### config.mk
export PLATFORM = sky130hd
export DESIGN_NAME = key_sw_conditioner
export DESIGN_NICKNAME = d
export VERILOG_FILES = /design/src/rtl/key_sw_conditioner_pkg.sv /design/src/rtl/debounce_bit.sv /design/src/rtl/key_sw_conditioner.sv
export SDC_FILE = /design/constraint.sdc
export NUM_CORES = 1
export LEC_CHECK = 0
export ABC_AREA = 1
export CELL_PAD_IN_SITES_DETAIL_PLACEMENT = 0
export CELL_PAD_IN_SITES_GLOBAL_PLACEMENT = 1
export CORE_UTILIZATION = 35
export CTS_CLUSTER_SIZE = 20
export DETAILED_ROUTE_END_ITERATION = 10
export GPL_TIMING_DRIVEN = 0
export PLACE_DENSITY = 0.65
export SYNTH_ARGS = -nofsm -noshare
export SYNTH_HDL_FRONTEND = slang
export SYNTH_SLANG_ARGS = --single-unit
### constraint.sdc
create_clock -name clk -period 1.3 [get_ports clk]
set_input_delay 0.13 -clock clk [delete_from_list [all_inputs] [get_ports clk]]
set_output_delay 0.13 -clock clk [all_outputs]
set_load 0.01 [all_outputs]
### src/rtl/key_sw_conditioner_pkg.sv
// Shared I/O constants for the UI block: conditioner defaults and device addresses.
package key_sw_conditioner_pkg;

    localparam int unsigned NKEYS_DEFAULT           = 4;
    localparam int unsigned NSW_DEFAULT             = 10;
    localparam int unsigned DEBOUNCE_CYCLES_DEFAULT = 500000;
    localparam int unsigned CNT_BITS_DEFAULT        = 20;

    localparam logic [31:0] UI_BASE_ADDR = 32'hFF20_0000;

    typedef enum logic [1:0] {
        UiKeyLevel   = 2'd0,
        UiSwLevel    = 2'd1,
        UiKeyPressed = 2'd2,
        UiKeyClear   = 2'd3
    } uiReg_e;

    // Registers are word-spaced from the UI base.
    function automatic logic [31:0] uiRegAddr(input uiReg_e reg_sel);
        return UI_BASE_ADDR + {28'd0, reg_sel, 2'b00};
    endfunction

endpackage

### src/rtl/debounce_bit.sv
// One input bit: two-flop synchronizer, optional inversion, and a hold-time debouncer.
module debounce_bit
    import key_sw_conditioner_pkg::*;
#(
    parameter int unsigned DEBOUNCE_CYCLES = DEBOUNCE_CYCLES_DEFAULT,
    parameter int unsigned CNT_BITS        = CNT_BITS_DEFAULT,
    parameter logic        SYNC_RESET      = 1'b0,
    parameter logic        INVERT          = 1'b0
) (
    input  logic clk,
    input  logic reset_n,
    input  logic raw,
    output logic level
);

    localparam logic [CNT_BITS-1:0] CNT_LAST = CNT_BITS'(DEBOUNCE_CYCLES - 1);

    logic [1:0]          syncQ;
    logic                syncVal;
    logic                stableQ, stableD;
    logic [CNT_BITS-1:0] cntQ, cntD;

    always_ff @(posedge clk or negedge reset_n) begin
        if (!reset_n) begin
            syncQ   <= {2{SYNC_RESET}};
            cntQ    <= '0;
            stableQ <= 1'b0;
        end else begin
            syncQ   <= {syncQ[0], raw};
            cntQ    <= cntD;
            stableQ <= stableD;
        end
    end

    assign syncVal = syncQ[1] ^ INVERT;

    // Any cycle where sync agrees with stable clears the count, rejecting glitches.
    always_comb begin
        cntD    = '0;
        stableD = stableQ;
        if (syncVal != stableQ) begin
            if (cntQ == CNT_LAST) begin
                stableD = syncVal;
            end else begin
                cntD = cntQ + CNT_BITS'(1);
            end
        end
    end

    assign level = stableQ;

endmodule

### src/rtl/key_sw_conditioner.sv
// Debounces push-buttons and slide switches and captures sticky button-press flags.
module key_sw_conditioner
    import key_sw_conditioner_pkg::*;
#(
    parameter int unsigned NKEYS           = NKEYS_DEFAULT,
    parameter int unsigned NSW             = NSW_DEFAULT,
    parameter int unsigned DEBOUNCE_CYCLES = DEBOUNCE_CYCLES_DEFAULT,
    parameter int unsigned CNT_BITS        = CNT_BITS_DEFAULT
) (
    input  logic             clk,
    input  logic             reset_n,
    input  logic [NKEYS-1:0] KEY,
    input  logic [NSW-1:0]   SW,
    input  logic             keyClr,
    input  logic [NKEYS-1:0] clrMask,
    output logic [NKEYS-1:0] keyLevel,
    output logic [NSW-1:0]   swLevel,
    output logic [NKEYS-1:0] keyPressed,
    output logic             keyEvent
);

    // Buttons idle high, so their synchronizers reset to the released level.
    for (genvar i = 0; i < NKEYS; i++) begin : gKey
        debounce_bit #(
            .DEBOUNCE_CYCLES(DEBOUNCE_CYCLES),
            .CNT_BITS       (CNT_BITS),
            .SYNC_RESET     (1'b1),
            .INVERT         (1'b1)
        ) uKeyDebounce (
            .clk    (clk),
            .reset_n(reset_n),
            .raw    (KEY[i]),
            .level  (keyLevel[i])
        );
    end

    for (genvar i = 0; i < NSW; i++) begin : gSw
        debounce_bit #(
            .DEBOUNCE_CYCLES(DEBOUNCE_CYCLES),
            .CNT_BITS       (CNT_BITS),
            .SYNC_RESET     (1'b0),
            .INVERT         (1'b0)
        ) uSwDebounce (
            .clk    (clk),
            .reset_n(reset_n),
            .raw    (SW[i]),
            .level  (swLevel[i])
        );
    end

    logic [NKEYS-1:0] keyLevelPrevQ;
    logic [NKEYS-1:0] keyPressedQ, keyPressedD;
    logic             keyEventQ, keyEventD;
    logic [NKEYS-1:0] keyRise;
    logic [NKEYS-1:0] clrBits;

    always_comb begin
        keyRise     = keyLevel & ~keyLevelPrevQ;
        clrBits     = keyClr ? clrMask : '0;
        // Set wins over a coincident clear.
        keyPressedD = (keyPressedQ & ~clrBits) | keyRise;
        keyEventD   = |(keyRise & ~keyPressedQ);
    end

    always_ff @(posedge clk or negedge reset_n) begin
        if (!reset_n) begin
            keyLevelPrevQ <= '0;
            keyPressedQ   <= '0;
            keyEventQ     <= 1'b0;
        end else begin
            keyLevelPrevQ <= keyLevel;
            keyPressedQ   <= keyPressedD;
            keyEventQ     <= keyEventD;
        end
    end

    assign keyPressed = keyPressedQ;
    assign keyEvent   = keyEventQ;

endmodule

==> flow_summary.ini <==
[run_status]
violations = negative hold slack, negative setup slack
status = finished with violations

[clock_network]
cts_buffers = 42
tritoncts = built
hold_buffers = 14
cts_buffer_depth = 3
clkTransAtPathRegs_ns = 0.06
clk_latency_ns = 0.56
cts-root-buf = clkbuf_16
clkSinkCount = 331
cts_htree_levels = 2

[drt]
finalWirelength_um = 46020
postRouteAntennaNets = 0
drc = 0
via_per_inst = 4.683
vias = 16160
routedWlPerCell_um = 13.34
drt_iter0_drc = 802
first_pass_iters = 5

[cells_and_area]
utilization_pct = 49.99
final_cell_mix = nand2_1 (439), nor2_1 (432), dfrtp_1 (251)
mostFrequentLayoutCell = nand2_1
fin_nets = 2772
area_delta_synth_final_pct = 40.08
drive_gt1_share_pct = 33.99
antennaDiodeCount = 0

[power]
combPwrFrac_pct = 5.0
netSwitchingPower_w = 0.005507
power.internal_w = 0.01882
clockPowerShare_pct = 51.2
max-vdd-ir-drop_uv = 901.6
swShare_pct = 22.63
seq_power_share_pct = 43.8
power_density_nw_per_um2 = 942.9
p_leak_nw = 11.05

[die]
fp.dieArea_um2 = 53550
start_util_pct = 35.69
pin_count = 40
coreArea_um2 = 51610
fp-row-count = 83
die_w_um = 231.4
die_h_um = 231.4

[flow_run]
max-cap-violations = 0

[place]
gp_congestion = 0.8336
io_buffers = 39
pre_cts_ws_ns = -0.3679
hpwl_um = 29890

[timing]
fin_ws_ns = -0.08006
finalClockSkew_ns = 0.01254
fmax_mhz = 724.6
rsz0062_at_grt = yes
relSlewSlack_pct = 38.83
fin_crit_ns = 1.380
final_hold_viol_count = 106
finalSetupViolations = 96
post-route-period-util_pct = 106.2
worst_hold_slack_ns = -0.4202
final_max_slew_viol_count = 0
worst_slew_pin_slew_ns = 0.9176

[global_routing]
grt_max_degree = 115
grt_pass1_wl_um = 76260
grt_pass1_vias = 15707
grt.total_usage_pct = 17.00
antenna_found_initial = 0
gr-total-overflow = 0

[synth]
synth_nets = 2498
ys_ff_latch = 331
ys_types = 36
ys_seq_area_share_pct = 45.02
synthCells = 2463
yosys_warnings = 0
syn_area_per_cell_um2 = 7.478
synth_area_um2 = 18420

[worst_hold_path]
hold_class = input pin to asynchronous set/reset pin

[worst_setup_path]
critical_path.startpoint = gSw[6].uSwDebounce.cntQ[0]
worstPathArrival_ns = 1.87
cp_max_fo = 4
cp-end-kind = register
crit_required_ns = 1.79
reg2reg_from = gSw[6].uSwDebounce.cntQ[0]
crit_path_start_kind = register
worstSetupPathType = register to register
-- cell usage after synthesis (all sizes together) --
cell | instances | area share, %
o22ai | 1 | 0.034
dfstp | 8 | 1.1
o221ai | 1 | 0.048
buf | 21 | 0.76
clkbuf | 6 | 0.12
nand4 | 41 | 1.4
ha | 14 | 0.95
a21oi | 12 | 0.33
nor2 | 656 | 15
o21bai | 11 | 0.49
a22o | 2 | 0.095
nand2 | 558 | 12
inv | 302 | 6.2
nand3 | 242 | 6.8
and2 | 4 | 0.14
xnor2 | 29 | 1.4
dfrtp | 323 | 44
xor2 | 95 | 4.6
nor3b | 25 | 1.1
o21ai | 49 | 1.3
nor3 | 43 | 1.4
o21a | 13 | 0.53
nand3b | 7 | 0.29
-- final cells by class --
cell class / instances / area, um^2
Tap cell: 680 / 850.8
Timing Repair Buffer: 234 / 2082
Clock buffer: 63 / 1284
Clock inverter: 15 / 210.2
Sequential cell: 331 / 8383
Fill cell: 4932 / 25810
Inverter: 302 / 1170
Multi-Input combinational cell: 1803 / 11580
Buffer: 23 / 240.2
-- metal layers --
metal  global-route usage, %  up-vias  part of all wire (%)
li1                        -     8251                     -
met1                   23.38     7664                    47
met2                   27.55      181                    48
met3                   2.387       64                   2.8
met4                   5.257        0                   2.1
met5                       0        -                     0
-- registers in the layout, summed over array words and instances, names as in the netlist --
register	flops
gSw.uSwDebounce.syncQ	20
gKey.uKeyDebounce.cntQ	80
keyEvent	1
gSw.uSwDebounce.cntQ	200
keyPressed	4
gKey.uKeyDebounce.level	4
gSw.uSwDebounce.level	10
keyLevelPrevQ	4
gKey.uKeyDebounce.syncQ	8
-- power groups by stage --
stage / clock network [W] / logic [W] / registers (W)
2_1_floorplan: 0 / 0.000327 / 0.0107
3_3_place_gp: 0 / 0.000685 / 0.0108
3_5_place_dp: 0 / 0.000743 / 0.0108
4_1_cts: 0.0130 / 0.00100 / 0.0106
5_1_grt: 0.0133 / 0.00137 / 0.0107
6_report: 0.0125 / 0.00121 / 0.0107
-- critical path, cell delays in order, from the launching register on --
cell and delay [ns]:
dfrtp_1 0.41, ha_4 0.19, nand2_8 0.07, nor2_4 0.17
nand2_4 0.11, nor2_4 0.12, nand2_1 0.06, nand2_1 0.05
nand2_1 0.04, nor2_1 0.08
-- per-stage QoR --
stage / total power, W / instance area, um^2 / TNS (ns) / cells
4_1_cts: 0.02456 / 23250 / -3.999 / 3347
6_report: 0.02433 / 25800 / -2.531 / 3451
5_1_grt: 0.02529 / 25800 / -17.15 / 3451
3_5_place_dp: 0.01150 / 19720 / -55.33 / 3184
2_1_floorplan: 0.01106 / 18420 / 0 / 2463
3_3_place_gp: 0.01145 / 19660 / -5065.25 / 3182
-- final timing paths --
kind | slack (ns) | cells past startpoint | endpoint
max | -0.08 | 9 | gSw[6].uSwDebounce.cntQ[18]
min | -0.42 | 1 | gKey[0].uKeyDebounce.cntQ[14]
max reg2reg | -0.08 | 9 | gSw[6].uSwDebounce.cntQ[18]
min reg2reg | 0.35 | 0 | gSw[3].uSwDebounce.syncQ[1]
max in group asynchronous | 0.60 | 2 | gSw[0].uSwDebounce.level
min in group clk | 0.19 | 4 | keyPressed[2]
-- repair_timing --
item | 4_1_cts | 5_1_grt
setup buffers | 71 | 108
gates resized for setup | 429 | 517
setup endpoints to repair | 276 | 282
endpoints found under the hold margin | 118 | 104
pin swaps | 115 | 192
-- kinds of logic (layout without fill, tap and decap cells) --
logic type      after synthesis  after routing  share of synthesized area (%)
buf+inv                     329            637                          7.037
compound gates               89             89                          2.853
xor+xnor                    124            124                          5.978
simple gates               1576           1576                          38.16
flops                       331            331                          45.02
fa+ha+maj                    14             14                         0.9510
Power figures use the tool's default switching activity.
